$ cat src/rtl/fpu_ss_pkg.sv
// Shared types for the FPU subsystem writeback path.
//   X_ID_WIDTH  width of the X-interface instruction id
//   FLEN        floating-point register width
//   wb_entry_t  one writeback result {id, data, rd, fpr_we, xreg_we}
//   wb_src_e    writeback grant source
package fpu_ss_pkg;

    localparam int unsigned X_ID_WIDTH = 4;
    localparam int unsigned FLEN       = 32;

    typedef struct packed {
        logic [X_ID_WIDTH-1:0] id;
        logic [FLEN-1:0]       data;
        logic [4:0]            rd;
        logic                  fpr_we;
        logic                  xreg_we;
    } wb_entry_t;

    typedef enum logic [1:0] {
        WbNone,
        WbMem,
        WbFpu,
        WbCsr
    } wb_src_e;

endpackage

$ cat src/rtl/fpu_ss_wb_fifo.sv
// Memory-result FIFO for the writeback arbiter.
// Ports:
//   clk_i, rst_i   clock, synchronous active-high reset (clears pointers and count)
//   push_i, data_i write one entry
//   pop_i          remove the head entry (ignored when empty)
//   head_o         current head entry
//   empty_o/full_o occupancy flags
//   count_o        number of stored entries
module fpu_ss_wb_fifo
    import fpu_ss_pkg::*;
#(
    parameter  int unsigned DEPTH = 2,
    localparam int unsigned CNT_W = $clog2(DEPTH + 1),
    localparam int unsigned PTR_W = (DEPTH > 1) ? $clog2(DEPTH) : 1
) (
    input  logic             clk_i,
    input  logic             rst_i,
    input  logic             push_i,
    input  wb_entry_t        data_i,
    input  logic             pop_i,
    output wb_entry_t        head_o,
    output logic             empty_o,
    output logic             full_o,
    output logic [CNT_W-1:0] count_o
);

    wb_entry_t        mem_q [DEPTH];
    wb_entry_t        mem_d [DEPTH];
    logic [PTR_W-1:0] wr_ptr_q, wr_ptr_d;
    logic [PTR_W-1:0] rd_ptr_q, rd_ptr_d;
    logic [CNT_W-1:0] count_q, count_d;
    logic             do_push;
    logic             do_pop;

    function automatic logic [PTR_W-1:0] ptr_inc(input logic [PTR_W-1:0] p);
        return (p == PTR_W'(DEPTH - 1)) ? '0 : p + PTR_W'(1);
    endfunction

    always_comb begin
        do_pop   = pop_i && (count_q != '0);
        // A push into a full FIFO is only accepted when the head leaves in the same cycle.
        do_push  = push_i && ((count_q != CNT_W'(DEPTH)) || do_pop);
        mem_d    = mem_q;
        wr_ptr_d = wr_ptr_q;
        rd_ptr_d = rd_ptr_q;
        count_d  = count_q;
        if (do_push) begin
            mem_d[wr_ptr_q] = data_i;
            wr_ptr_d        = ptr_inc(wr_ptr_q);
        end
        if (do_pop) begin
            rd_ptr_d = ptr_inc(rd_ptr_q);
        end
        if (do_push && !do_pop) begin
            count_d = count_q + CNT_W'(1);
        end else if (!do_push && do_pop) begin
            count_d = count_q - CNT_W'(1);
        end
    end

    always_ff @(posedge clk_i) begin
        mem_q <= mem_d;
        if (rst_i) begin
            wr_ptr_q <= '0;
            rd_ptr_q <= '0;
            count_q  <= '0;
        end else begin
            wr_ptr_q <= wr_ptr_d;
            rd_ptr_q <= rd_ptr_d;
            count_q  <= count_d;
        end
    end

    assign head_o  = mem_q[rd_ptr_q];
    assign empty_o = (count_q == '0);
    assign full_o  = (count_q == CNT_W'(DEPTH));
    assign count_o = count_q;

endmodule

$ cat src/rtl/fpu_ss_wb_arbiter.sv
// Writeback scheduler for the FPU subsystem. Shares the X result channel and the FP
// register-file write port between FPnew, CSR and memory results. Memory results
// cannot be stalled, so memory issue is credit-gated and results are buffered.
// Ports:
//   clk_i, rst_i                          clock, synchronous active-high reset
//   fpu_valid_i/fpu_ready_o/fpu_res_i      FPnew result handshake (ready is the grant)
//   csr_valid_i/csr_ready_o/csr_res_i      CSR result handshake (ready is the grant)
//   mem_issue_i/mem_issue_allow_o          memory request issued / may be issued
//   mem_valid_i/mem_res_i                  memory result (no back-pressure)
//   fpr_we_o/fpr_waddr_o/fpr_wdata_o       FP register-file write port (grant cycle)
//   x_result_valid_o/ready_i/x_result_o    registered X result channel
//   perf_fpu_stall_o                       FPU stall cycle counter
// Build option: FPU_SS_WB_PERF_EN enables the saturating stall counter; otherwise the
// counter output is tied to zero.
module fpu_ss_wb_arbiter
    import fpu_ss_pkg::*;
#(
    parameter int unsigned MEM_OUTSTANDING = 2,
    parameter bit          RR_EN           = 1'b1,
    parameter int unsigned PERF_W          = 32
) (
    input  logic              clk_i,
    input  logic              rst_i,
    input  logic              fpu_valid_i,
    output logic              fpu_ready_o,
    input  wb_entry_t         fpu_res_i,
    input  logic              csr_valid_i,
    output logic              csr_ready_o,
    input  wb_entry_t         csr_res_i,
    input  logic              mem_issue_i,
    output logic              mem_issue_allow_o,
    input  logic              mem_valid_i,
    input  wb_entry_t         mem_res_i,
    output logic              fpr_we_o,
    output logic [4:0]        fpr_waddr_o,
    output logic [FLEN-1:0]   fpr_wdata_o,
    output logic              x_result_valid_o,
    input  logic              x_result_ready_i,
    output wb_entry_t         x_result_o,
    output logic [PERF_W-1:0] perf_fpu_stall_o
);

    localparam int unsigned CNT_W = $clog2(MEM_OUTSTANDING + 1);

    logic             x_valid_q, x_valid_d;
    wb_entry_t        x_res_q, x_res_d;
    logic             rr_csr_next_q, rr_csr_next_d;
    logic [CNT_W-1:0] credits_q, credits_d;

    logic             stage_free;
    wb_src_e          grant;
    wb_entry_t        sel_entry;
    logic [CNT_W-1:0] in_flight;

    logic             fifo_push;
    logic             fifo_pop;
    wb_entry_t        fifo_head;
    logic             fifo_empty;
    logic             fifo_full;
    logic [CNT_W-1:0] fifo_count;

    fpu_ss_wb_fifo #(
        .DEPTH (MEM_OUTSTANDING)
    ) u_fifo (
        .clk_i   (clk_i),
        .rst_i   (rst_i),
        .push_i  (fifo_push),
        .data_i  (mem_res_i),
        .pop_i   (fifo_pop),
        .head_o  (fifo_head),
        .empty_o (fifo_empty),
        .full_o  (fifo_full),
        .count_o (fifo_count)
    );

    always_comb begin
        stage_free = !x_valid_q || x_result_ready_i;
        grant      = WbNone;
        if (stage_free) begin
            if (!fifo_empty) begin
                grant = WbMem;
            end else if (fpu_valid_i && csr_valid_i) begin
                grant = (RR_EN && rr_csr_next_q) ? WbCsr : WbFpu;
            end else if (fpu_valid_i) begin
                grant = WbFpu;
            end else if (csr_valid_i) begin
                grant = WbCsr;
            end
        end

        case (grant)
            WbMem:   sel_entry = fifo_head;
            WbFpu:   sel_entry = fpu_res_i;
            WbCsr:   sel_entry = csr_res_i;
            default: sel_entry = '0;
        endcase

        fpu_ready_o = (grant == WbFpu);
        csr_ready_o = (grant == WbCsr);
        fifo_pop    = (grant == WbMem);

        fpr_we_o    = (grant != WbNone) && sel_entry.fpr_we;
        fpr_waddr_o = sel_entry.rd;
        fpr_wdata_o = sel_entry.data;

        x_valid_d = x_valid_q;
        x_res_d   = x_res_q;
        if (stage_free) begin
            x_valid_d = (grant != WbNone);
            if (grant != WbNone) begin
                x_res_d = sel_entry;
            end
        end

        rr_csr_next_d = rr_csr_next_q;
        if (grant == WbFpu) begin
            rr_csr_next_d = 1'b1;
        end else if (grant == WbCsr) begin
            rr_csr_next_d = 1'b0;
        end

        // Results with no matching request in flight are stale (e.g. issued before a
        // reset) and are dropped rather than pushed.
        in_flight = credits_q - fifo_count;
        fifo_push = mem_valid_i && (in_flight != '0);

        credits_d = credits_q;
        if (mem_issue_i && !fifo_pop) begin
            credits_d = credits_q + CNT_W'(1);
        end else if (!mem_issue_i && fifo_pop) begin
            credits_d = credits_q - CNT_W'(1);
        end
    end

    always_ff @(posedge clk_i) begin
        if (rst_i) begin
            x_valid_q     <= 1'b0;
            x_res_q       <= '0;
            rr_csr_next_q <= 1'b0;
            credits_q     <= '0;
        end else begin
            x_valid_q     <= x_valid_d;
            x_res_q       <= x_res_d;
            rr_csr_next_q <= rr_csr_next_d;
            credits_q     <= credits_d;
        end
    end

    assign mem_issue_allow_o = (credits_q < CNT_W'(MEM_OUTSTANDING));
    assign x_result_valid_o  = x_valid_q;
    assign x_result_o        = x_res_q;

`ifdef FPU_SS_WB_PERF_EN
    logic [PERF_W-1:0] perf_q, perf_d;

    always_comb begin
        perf_d = perf_q;
        if (fpu_valid_i && !fpu_ready_o && (perf_q != '1)) begin
            perf_d = perf_q + PERF_W'(1);
        end
    end

    always_ff @(posedge clk_i) begin
        if (rst_i) begin
            perf_q <= '0;
        end else begin
            perf_q <= perf_d;
        end
    end

    assign perf_fpu_stall_o = perf_q;
`else
    assign perf_fpu_stall_o = '0;
`endif

    a_issue_allowed: assert property (@(posedge clk_i) disable iff (rst_i)
        mem_issue_i |-> mem_issue_allow_o);
    a_no_overflow: assert property (@(posedge clk_i) disable iff (rst_i)
        fifo_push |-> (!fifo_full || fifo_pop));

endmodule

$ cat config.mk
export PLATFORM = sky130hd
export DESIGN_NAME = fpu_ss_wb_arbiter
export DESIGN_NICKNAME = d
export VERILOG_FILES = /design/src/rtl/fpu_ss_pkg.sv /design/src/rtl/fpu_ss_wb_fifo.sv /design/src/rtl/fpu_ss_wb_arbiter.sv
export SDC_FILE = /design/constraint.sdc
export NUM_CORES = 1
export LEC_CHECK = 0
export ABC_AREA = 1
export CAP_MARGIN = 20
export CORE_ASPECT_RATIO = 1.1
export CORE_MARGIN = 10
export CORE_UTILIZATION = 48
export DETAILED_ROUTE_END_ITERATION = 16
export MAX_ROUTING_LAYER = met4
export PLACE_DENSITY_LB_ADDON = 0.25
export RECOVER_POWER = 100
export SLEW_MARGIN = 20
export SYNTH_ARGS = -nofsm -noshare
export SYNTH_HDL_FRONTEND = slang
export SYNTH_SLANG_ARGS = --single-unit
$ cat constraint.sdc
create_clock -name clk_i -period 12.88 [get_ports clk_i]
set_input_delay 2.576 -clock clk_i [delete_from_list [all_inputs] [get_ports clk_i]]
set_output_delay 2.576 -clock clk_i [all_outputs]
set_load 0.1 [all_outputs]
== Yosys cells after proc, flatten, opt, wreduce, memory -nomap -nowiden ==
Index checks and enable logic that the tools add are counted.

* Register bits: 137
* Output and inout bits: 117
* Input port bits: 136
* Logic and storage cells: 84

* Equality and inequality tests: 4
* Add/sub/neg operators: 7
* Reduce and logical (&&, ||, !) cells: 25
* Magnitude comparators: 4
* Mux-type cells: 21
* Bitwise gates (word level): 2

{| class="wikitable"
|+ Operators by type and width
! operator !! number
|-
| 43-bit two-way mux || 4
|-
| 43-bit case mux with 3 select lines || 1
|-
| 86-bit bitwise mux || 1
|-
| 43-bit demux with 1-bit select || 1
|-
| 2-bit two-way mux || 9
|-
| 2-bit nonzero test || 6
|-
| 1-bit logical AND || 10
|-
| 1-bit zero test || 5
|-
| 1-bit two-way mux || 5
|-
| 2-bit by 1-bit adder with 2-bit output (second input constant) || 2
|-
| 2-bit == test (second input constant) || 2
|-
| 2-bit >= comparator (second input constant) || 2
|-
| 1-bit NOT with 2-bit output || 2
|-
| 2-bit by 1-bit subtractor with 2-bit output (second input constant) || 2
|-
| 1-bit adder (second input constant) || 2
|-
| 2-bit by 1-bit == test with 1-bit output (second input constant) || 1
|-
| 2-bit zero test || 1
|-
| 1-bit logical OR || 2
|-
| 2-bit by 1-bit less-than comparator with 1-bit output (second input constant) || 1
|-
| 2-bit less-than comparator (second input constant) || 1
|-
| 2-bit inequality test (second input constant) || 1
|-
| 2-bit AND reduction || 1
|-
| 2-bit subtractor || 1
|}

== Logic depth before layout (Yosys ltp) ==
* Depth after elaboration: 13
* Depth in mapped cells: 12
* Gate-level depth less buffers: 10

== Modules after synthesis ==
A second synthesis with hierarchy kept.

* Cell total of the unflattened synthesis: 795
* Area, all modules: 6761.5 µm²

{| class="wikitable"
|+ By module, submodules not included
! module !! sequential area each (µm²) !! instances !! cells an instance !! area an instance (µm²)
|-
| fpu_ss_wb_arbiter || 940.9 || 1 || 534 || 3404.5
|-
| fpu_ss_wb_fifo || 2662.6 || 1 || 261 || 3357.0
|}

== Worst setup path before layout ==
Ideal clock, no wire load.

* Path type: in2out
* From: input port fpu_valid_i
* To: output port csr_ready_o
* Required time: 10.304 ns
* Data arrival time: 4.330 ns
* Slack: 5.974 ns
* Path buffers: 1
* Cell stages on the path: 6
* Cell sequence: nand2_1 > nand2_1 > nand2_2 > inv_2 > buf_4 > nor2_1

* Word-level cells in the longest chain between the ends: 5
* Elaborated cells on any way between the ends: 6
* Those cells by class: eq/ne (1); mux (4); reduce/logical (1)

{| class="wikitable"
|+ Ends and longest elaborated chain
! element !! RTL line !! source
|-
| from (decl) || fpu_ss_wb_arbiter.sv:24 || <nowiki>input logic fpu_valid_i,</nowiki>
|-
| 2-bit two-way mux / 1-bit logical AND (equally long branches) || fpu_ss_wb_arbiter.sv:84, fpu_ss_wb_arbiter.sv:82 ||
|-
| 2-bit two-way mux * || fpu_ss_wb_arbiter.sv:82 || <nowiki>end else if (fpu_valid_i && csr_valid_i) begin</nowiki>
|-
| 2-bit two-way mux * || fpu_ss_wb_arbiter.sv:80 || <nowiki>if (!fifo_empty) begin</nowiki>
|-
| 2-bit two-way mux * || fpu_ss_wb_arbiter.sv:79 || <nowiki>if (stage_free) begin</nowiki>
|-
| 2-bit == test * || fpu_ss_wb_arbiter.sv:99 || <nowiki>csr_ready_o = (grant == WbCsr);</nowiki>
|-
| to (decl) || fpu_ss_wb_arbiter.sv:28 || <nowiki>output logic csr_ready_o,</nowiki>
|}

Mark *: on every way between the ends. The rest lies on a longest branch, timed or not.

== Final worst setup path ==
* From: input port x_result_ready_i
* To: output port fpr_wdata_o[2]

* Word-level cells in the longest chain between the ends: 4
* Elaborated cells on any way between the ends: 6
* Those cells by class: eq/ne (3); mux (2); reduce/logical (1)

{| class="wikitable"
|+ Ends and longest elaborated chain
! element !! RTL line !! source
|-
| from (decl) || fpu_ss_wb_arbiter.sv:38 || <nowiki>input logic x_result_ready_i,</nowiki>
|-
| 1-bit logical OR * || fpu_ss_wb_arbiter.sv:77 || <nowiki>stage_free = !x_valid_q || x_result_ready_i;</nowiki>
|-
| 2-bit two-way mux * || fpu_ss_wb_arbiter.sv:79 ||
|-
| 2-bit == test / 2-bit by 1-bit == test with 1-bit output (equally long branches) || fpu_ss_wb_arbiter.sv:91 || <nowiki>case (grant)</nowiki>
|-
| 43-bit case mux with 3 select lines * || fpu_ss_wb_arbiter.sv:91 ||
|-
| to (decl) || fpu_ss_wb_arbiter.sv:36 || <nowiki>output logic [FLEN-1:0] fpr_wdata_o,</nowiki>
|}

Marks and branches as above.

==> results_tabular.tex <==
\begin{tabular}{lr}
\hline
Metric & Value \\
\hline
\multicolumn{2}{l}{\textbf{Synthesis}} \\
Fraction of registers with async set/reset & 0\% \\
Synth cell types & 21 \\
Dominant synthesized flop cell & edfxtp\_1 \\
Most common library cells after synthesis & nand2\_1, nor2\_1, nand3\_1 \\
Mapped Area & between 6000 and 7000 um\^{}2 \\
Synth Area per Inst & 8.40 um\^{}2 \\
Dominant cell type by area after synthesis & edfxtp\_1 \\
Synthesized instance count & approximately 800 \\
Portion of the post-synthesis area used by sequential elements & a little under three fifths \\
Synth area leaders & edfxtp\_1, dfxtp\_1, nand2\_1 \\
Post-synth EDFFs & between 80 and 90 \\
Ys Warns & 0 \\
Top-count cell post-synth & nand2\_1 \\
Number of synthesized register bits & between 100 and 150 \\
Top cell type's share of synthesized area & between 30\% and 40\% \\
\multicolumn{2}{l}{\textbf{Hold path}} \\
Path class of the lowest-slack min-delay path & reg -> reg \\
\multicolumn{2}{l}{\textbf{Finish}} \\
Fill cell total of the finished layout & between 1000 and 1500 \\
Area occupied by multi-input gates & between 2000 and 2500 um\^{}2 \\
Layout cells sized above 1 & 4.18\% \\
Footprint of the flip-flops and latches & between 3000 and 4000 um\^{}2 \\
Syn-to-layout area delta & 38.7\% \\
Fin nets & approximately 1100 \\
\multicolumn{2}{l}{\textbf{Clock network}} \\
Insertion delay of the later-clocked pin in the worst-skew pair & a little over 0.4 ns \\
Bufs on Longest Clock Path & 2 \\
Cts hold-fix bufs & 0 \\
Post-cts repair resize count & 0 \\
Number of sinks driven by the clock tree & around 140 \\
Clk slew on worst S/H paths & 0.06 ns \\
Post-CTS Setup Inserts & 0 \\
Clock root buffer & clkbuf\_16 \\
Number of CTS-inserted buffers & 17 \\
H-tree Lvls & 4 \\
Clock tree from TritonCTS & done \\
\multicolumn{2}{l}{\textbf{Timing}} \\
Worst clock skew on the final layout & 0.00534 ns \\
Relative max-transition margin & -70.3\% \\
Period utilization & 72.3\% \\
Total Neg Setup Slack & 0 ns \\
Highest Clock Rate & about 110 MHz \\
Total of endpoints with negative setup slack in the final report & 0 \\
Slew Viols, Final & about 180 \\
Worst-margin pin slew & around 2.6 ns \\
Hold Fails Final Rpt & 0 \\
RSZ-0062 raised after global routing & no \\
Time the final worst path needs with I/O delays and setup & around 9.3 ns \\
\multicolumn{2}{l}{\textbf{Flow run}} \\
Number of max-cap violations & 4 \\
\multicolumn{2}{l}{\textbf{Place}} \\
Detailed placement HPWL & between 10000 and 15000 um \\
Final estimated routing congestion in global placement & 0.759 \\
Number of buffers added on ports & 220 \\
\multicolumn{2}{l}{\textbf{Outcome}} \\
Result of the run & complete, but fails checks \\
Violations in the final reports & max-capacitance violations, max-slew violations \\
\multicolumn{2}{l}{\textbf{Floorplanning}} \\
Initial cell density of the core & around half \\
FP Rows & 44 \\
Die Span X & roughly 130 um \\
Std-Cell Core Area & 13300 um\^{}2 \\
Die outline height & $\sim$140 um \\
Die area & about 19000 um\^{}2 \\
Num ports & approximately 250 \\
\multicolumn{2}{l}{\textbf{Routing}} \\
Remaining number of nets flagged by the antenna check after routing & 0 \\
Number of remaining DRC errors & 0 \\
Post-detailed-routing wire length & $\sim$19000 um \\
Number of search-and-repair iterations in the first detailed-routing pass & 5 \\
Routed wirelength normalized by instance count & between 15 and 20 um \\
Total number of vias & $\sim$5500 \\
Vias/cell & 4.76 \\
DRT iter0 DRCs & about 350 \\
\multicolumn{2}{l}{\textbf{Critical path}} \\
Critical path required time & between 10 and 15 ns \\
Largest incremental delay on the critical path & $\sim$1.5 ns \\
Largest fanout of any net on the critical path & 44 \\
Crit-path slowest cell & clkbuf\_1 \\
Critical Setup Path Class & in -> out \\
Cell breakdown of the critical path & dlygate4sd3\_1, inv\_1, nand2\_1, inv\_1, nor2\_1, clkbuf\_1, nand2\_1, nand3\_1, dlygate4sd3\_1 \\
Crit start category & input port \\
Arrival time worst endpoint & 6.74 ns \\
Endpoint type of the worst setup path & output pin \\
\multicolumn{2}{l}{\textbf{Global routing}} \\
Initial antenna violation count & 4 \\
Number of global-route vias before repair & between 5000 and 6000 \\
Global routing usage summed across all routing layers & 19.9\% \\
Maximum number of pins on one net before global-route repair & 47 \\
Total overflow reported by the global router & 0 \\
First-pass GRT wire length & 28800 um \\
\hline
\end{tabular}
==> registers in the layout, indices dropped and copies added (netlist names) <==
| signal | cells |
|---|---|
| u_fifo.mem_q | 86 |
| x_result_o | 43 |
| credits_q | 2 |
| u_fifo.count_o | 2 |
| rr_csr_next_q | 1 |
| u_fifo.rd_ptr_q | 1 |
| u_fifo.wr_ptr_q | 1 |
| x_result_valid_o | 1 |
==> critical path, delay by kind of cell <==
family / cells / cell delay, ns
buf+inv: 5 / 3.38
simple gates: 4 / 0.77
==> layer usage <==
layer | vias up | share of wire, % | global-route usage, % | wire length [um]
met3 | 27 | 7.9 | 6.78 | 1480
met2 | 197 | 52 | 35.2 | 9630
li1 | 2746 | - | - | -
met4 | 0 | 1.9 | 7.29 | 347
met5 | - | 0 | - | 0
met1 | 2485 | 38 | 20.2 | 7150
==> placed cells by master (no fill, tap or decap) <==
master	n
diode_2	4
dfxtp_1	50
edfxtp_1	86
buf_2	1
nand3_1	120
buf_4	4
clkbuf_16	17
nor2_1	123
dfxtp_2	1
a21oi_1	11
bufinv_16	5
nor2_4	2
clkinv_2	4
clkdlybuf4s50_1	89
o21ai_0	18
nand2_1	193
nor3_2	1
nand2_2	1
ha_1	2
clkbuf_1	3
a211oi_1	1
inv_1	58
dlygate4sd3_1	130
clkinv_4	1
clkinvlp_4	3
clkinv_1	2
conb_1	32
==> final timing paths <==
kind	from	to	slack [ns]	depth (start not counted)
max	x_result_ready_i	fpr_wdata_o[2]	3.56	9
min	credits_q[1]$_SDFFE_PP0P_	credits_q[1]$_SDFFE_PP0P_	0.51	2
max reg2reg	x_result_valid_o$_SDFFE_PP0P_	u_fifo.count_o[1]$_SDFFE_PP0P_	9.51	10
min reg2reg	credits_q[1]$_SDFFE_PP0P_	credits_q[1]$_SDFFE_PP0P_	0.51	2
==> per-stage QoR <==
step                area, um^2  cells  setup WS (ns)  hold WS (ns)  utilization [%]
finish                    9060   1146           3.56         0.510             68.3
global route              9060   1146           3.20         0.547             68.3
CTS                       9070   1142           4.32         0.515             68.3
detailed placement        8430   1110           4.34         0.504             63.6
global placement          8430   1110           4.44         0.499             63.6
floorplan                 6650    808           5.97         0.440                -
==> area by class of cell <==
class | count | area share [%]
tap | 184 | 2.54
clock inverter | 14 | 2.27
sequential | 137 | 39.8
timing repair buffer | 226 | 24.7
clock buffer | 18 | 4.74
multi-input combinational | 504 | 23.4
antenna | 4 | 0.110
inverter | 59 | 2.44
==> cells by family after synthesis <==
kind of cell | share of synthesized area (%)
other | 0.0574
buffers and inverters | 14.1
adders and majority gates | 0.383
AOI/OAI and AO/OA | 2.34
DFF | 55.2
and+or+nand+nor | 27.9
Power is not shown: default switching activity piles up to over one toggle a cycle in this logic, so the estimate is an artifact.
==> RTL edit 1 (same settings) <==
The parameter `RR_EN` goes from 1'b1 to 1'b0.
--- a/src/rtl/fpu_ss_wb_arbiter.sv
+++ b/src/rtl/fpu_ss_wb_arbiter.sv
@@ -17,5 +17,5 @@
 #(
     parameter int unsigned MEM_OUTSTANDING = 2,
-    parameter bit          RR_EN           = 1'b1,
+    parameter bit          RR_EN           = 1'b0,
     parameter int unsigned PERF_W          = 32
 ) (
Behaviour: not the same (a bounded check fails within 4 cycles, from zero or initial values and one cycle with rst_i high).
==> RTL edit 1 against the unedited design <==
The flow still finishes with violations (capacitance limit, slew limit); sequential cell count is 1 lower; setup slack worse by 1.1 ns; hold slack better by 0.014 ns; wire length is 1.6% higher; synthesized cell count is 0.51% higher; die area is 2.3% higher; synthesized area is 2.6% higher; final area is 1.1% higher; register-to-register slack worse by 1.8 ns; global-route usage is 0.16 points lower; critical endpoint is now fpr_wdata_o[4].
Power is not shown: default switching activity piles up to over one toggle a cycle in this logic, so the estimate is an artifact.
==> RTL edit 1: results (changes against the unedited design) <==
* Routability congestion estimate at 0.848 (+12%)
* Synth area leaders: edfxtp_1, dfxtp_1, nand2_1, buf_4, nor2_1
* WP data arrival at 7.86 ns (+1.12 ns)
* Layout Nets at 1,082 (-0.092%)
* Reg2reg end: x_result_o[0]
* Run status: finished, violations left
* Worst slack, placed at 4.07 ns (-0.267 ns)
* Worst path max stage delay at 1.35 ns (-0.14 ns)
* Number of global-route vias before repair at 5,466 (-0.76%)
* First-pass GRT wire length at 28,900 um (+0.17%)
* Max Cap Viol at 6 (+2)
* Crit-path max FO at 41 (-6.8%)
* Worst reg2reg setup slack at 7.68 ns (-1.83 ns)
* Worst hold slack at 0.523 ns (+0.0135 ns)
* Clock skew at 0.00607 ns (+0.000728 ns)
* Fillers at 1,137 (+4.3%)
* Top delay family on crit path: simple AND/OR/NAND/NOR gates
* Post-synthesis sequential area ratio at 53.5% (-1.7 points)
* Final Max Slew Viols at 247 (+38%)
* Hold path start: x_result_o[42]
* Drt wl/cell at 16.4 um (+1.3%)
* Final HPWL DP at 13,100 um (+2.1%)
* Number of antenna violations at the first check in global routing at 5 (+1)
* Failing checks: capacitance limit, slew limit
* GR Util All Layers at 19.8% (-0.16 points)
* Drt initial violations at 265 (-25%)
-- RTL edit 1: layout make-up --
class / count / area (sq um) / share of cell area, %
antenna: 5 / 12.5 / 0.137
clock buffer: 20 / 437 / 4.77
clock inverter: 12 / 180 / 1.97
inverter: 53 / 199 / 2.17
multi-input combinational: 510 / 2270 / 24.8
sequential: 136 / 3580 / 39.2
tap: 188 / 235 / 2.57
timing repair buffer: 226 / 2230 / 24.4
-- RTL edit 1: stage by stage --
stage          cell area (sq um)  instances
2_1_floorplan               6820        812
3_3_place_gp                8550       1113
3_5_place_dp                8550       1113
4_1_cts                     9170       1145
5_1_grt                     9160       1150
6_report                    9160       1150
-- RTL edit 1: kinds of logic (layout without fill, tap and decap cells) --
family	Yosys count	count (layout)	share of synthesized area, %
adders and majority gates	2	2	0.373
and+or+nand+nor	454	454	29.9
buffers and inverters	166	311	14.5
other	1	37	0.0559
DFF	136	136	53.5
AOI/OAI and AO/OA	22	22	1.72
-- RTL edit 1: worst max-delay path by stage --
stage / to / startpoint / slack, ns
floorplan: fpu_ready_o / fpu_valid_i / 6.05
global placement: fpr_wdata_o[0] / x_result_ready_i / 4.11
detailed placement: fpr_wdata_o[8] / x_result_ready_i / 4.07
CTS: fpr_wdata_o[10] / x_result_ready_i / 4.04
global route: fpr_wdata_o[4] / x_result_ready_i / 2.01
finish: fpr_wdata_o[4] / x_result_ready_i / 2.45
-- RTL edit 1: layer usage --
metal	routed length [um]	up-vias	track usage (%)
met2	9460	229	33.4
met1	7710	2471	21.8
li1	-	2767	-
met4	354	0	7.65
met5	0	-	-
met3	1380	27	5.66
==> RTL edit 2 (same settings) <==
Without the edit above. Set the parameter `MEM_OUTSTANDING` to 1 (it was 2).
--- a/src/rtl/fpu_ss_wb_arbiter.sv
+++ b/src/rtl/fpu_ss_wb_arbiter.sv
@@ -16,5 +16,5 @@
     import fpu_ss_pkg::*;
 #(
-    parameter int unsigned MEM_OUTSTANDING = 2,
+    parameter int unsigned MEM_OUTSTANDING = 1,
     parameter bit          RR_EN           = 1'b1,
     parameter int unsigned PERF_W          = 32
Formal check against the unedited RTL: not equivalent (Yosys sat finds a counterexample within 4 cycles, from zero or initial values and one cycle with rst_i high).
==> RTL edit 2 against the unedited design <==
First-iteration DRC count down 4.6%; clock skew up 0.0067 ns; core utilization grew 2.4 points; sequential cell count decreased by 47; global-route usage increased by 2.6 points; synthesized area shrank 29%; largest cell class is now non-clock buffers; final area shrank 27%; the run still ends with capacitance limit, slew limit left; setup slack got worse by 1.3 ns; hold slack improved by 0.017 ns; wire length fell by 15%; synthesized cell count fell by 26%; die area decreased by 25%.
==> RTL edit 2: results (changes against the unedited design) <==
* Min-Delay Path Class: reg -> reg
* Grt peak-use layer: met2
* Reg2reg end: x_result_o[40]
* Crit-path max FO at 65 (+48%)
* Clock-pin transition on the worst setup and hold timing paths at 0.08 ns (+0.02 ns)
* Power Combinational at approximately 520 uW
* Synth area leaders: edfxtp_1, dfxtp_1, nand3_1, buf_4, nor2_1
* GR Util met2 at 38.0% (+2.7 points)
* Final Max Slew Viols at 135 (-25%)
* Via count at 4,390 (-20%)
* WL final at 15,900 um (-15%)
* Sw Ratio at about half
* Routability congestion estimate at 0.838 (+10%)
* Sequential Power Share at between 30% and 40%
* CTS-repair resized insts at 0 (unchanged)
* Placed cell areas at 6480 sq um (-23%)
* Run status: finished, violations left
* Synth Flop Type: dfxtp_1
* FF-to-FF Start: rr_csr_next_q
* Max Cap Viol at 3 (-1)
* Failing checks: capacitance limit, slew limit
* Post-synthesis cell count at 574 (-26%)
* Worst hold slack at 0.527 ns (+0.0174 ns)
* GR Util All Layers at 22.5% (+2.6 points)
* Met3 layer usage reported by global route at 8.96% (+2.2 points)
* Layout Nets at 869 (-20%)
* Post-synth ARST share at 0% (unchanged)
* Clock skew at 0.0121 ns (+0.00672 ns)
* Share of cells above drive strength 1 at 2.71% (-1.5 points)
* Drt initial violations at 335 (-4.6%)
* H-tree depth at 3 (-1)
* CTS buffer count at 9 (-8)
* Netlist cell types at 22 (+4.8%)
* Drt first pass iters at 7 (+2)
* First-pass GRT wire length at 24,200 um (-16%)
* Number of global-route vias before repair at 4,502 (-18%)
* Hold endpoint: x_result_o[40]
* Hold path start: x_result_o[40]
* Hold Crit Depth at 2 (unchanged)
* Dpl cells at 839 (-24%)
* WP data arrival at 8.06 ns (+1.32 ns)
* Yosys warns at 0 (unchanged)
* GR Util met1 at 23.9% (+3.7 points)
* Most common library cells after synthesis: nor2_1, nand3_1, buf_4
* Final HPWL DP at 11,800 um (-8.1%)
* Post-synth EDFFs at 43 (-50%)
* Non-Filler Instances at 859 (-25%)
* Worst-Margin Slew at 2.76 ns (+0.201 ns)
* R2R cell count at 10 (unchanged)
* Number of antenna violations at the first check in global routing at 4 (unchanged)
* Worst reg2reg setup slack at 7.01 ns (-2.50 ns)
* Total power at ~1000 uW
* Worst slack, placed at 3.93 ns (-0.406 ns)
* Worst-Skew Late Latency at 0.35 ns (-0.06 ns)
* LEAKAGE at 0.00276 uW
* Sink Count at 90 (-34%)
* Post-synthesis sequential area ratio at 47.9% (-7.3 points)
* Largest net degree at the start of global routing at 66 (+40%)
* Clock root cell: clkbuf_8
* VDD IR max at a little under 0.1 mV
## RTL edit 2: cell count changes in the layout (fill, tap and decap cells not counted), sizes merged, moves of 10 or more
cell    unedited run  this run
nand2            194        16
edfxtp            86        43
nand4              0        40
o21ai             18         8
## RTL edit 2: area by class of cell
| cell class | instances | area, sq um |
|---|---|---|
| Inverter | 50 | 188 |
| Tap cell | 117 | 146 |
| Clock buffer | 10 | 128 |
| Clock inverter | 5 | 46.3 |
| Timing Repair Buffer | 224 | 2240 |
| Multi-Input combinational cell | 358 | 1650 |
| Fill cell | 742 | 2760 |
| Antenna cell | 5 | 12.5 |
| Sequential cell | 90 | 2230 |
## RTL edit 2: layer usage
metal,vias to the layer above,part of all wire [%]
met1,2008,36
met5,-,0
met2,235,51
met3,17,12
li1,2130,-
met4,0,1.4
## RTL edit 2: how the worst max path moves through the flow
stage,startpoint,endpoint,slack (ns),depth (start not counted)
detailed placement,csr_valid_i,fpr_wdata_o[25],3.93,7
CTS,csr_valid_i,fpr_wdata_o[25],3.93,7
global route,csr_valid_i,fpr_wdata_o[10],1.85,7
finish,csr_valid_i,fpr_wdata_o[10],2.24,7
global placement,csr_valid_i,fpr_wdata_o[5],3.99,7
floorplan,fpu_valid_i,fpu_ready_o,5.98,5
## RTL edit 2: kinds of logic (layout without fill, tap and decap cells)
family                    count (synthesis)  count (layout)  share of synthesized area, %
DFF                                      90              90                          47.9
and+or+nand+nor                         313             313                          31.1
buffers and inverters                   157             289                          19.2
other                                     1              37                        0.0805
xor gates and xnor gates                  1               1                         0.188
AOI/OAI and AO/OA                        12              12                          1.42
## RTL edit 2: worst max-delay path, cell delays in order
cell and delay (ns):
dlygate4sd3_1 0.63, nand2_2 0.56, nand2_2 0.52, clkbuf_1 1.99, nand3_1 0.24, nand3_1 0.25, dlygate4sd3_1 1.23
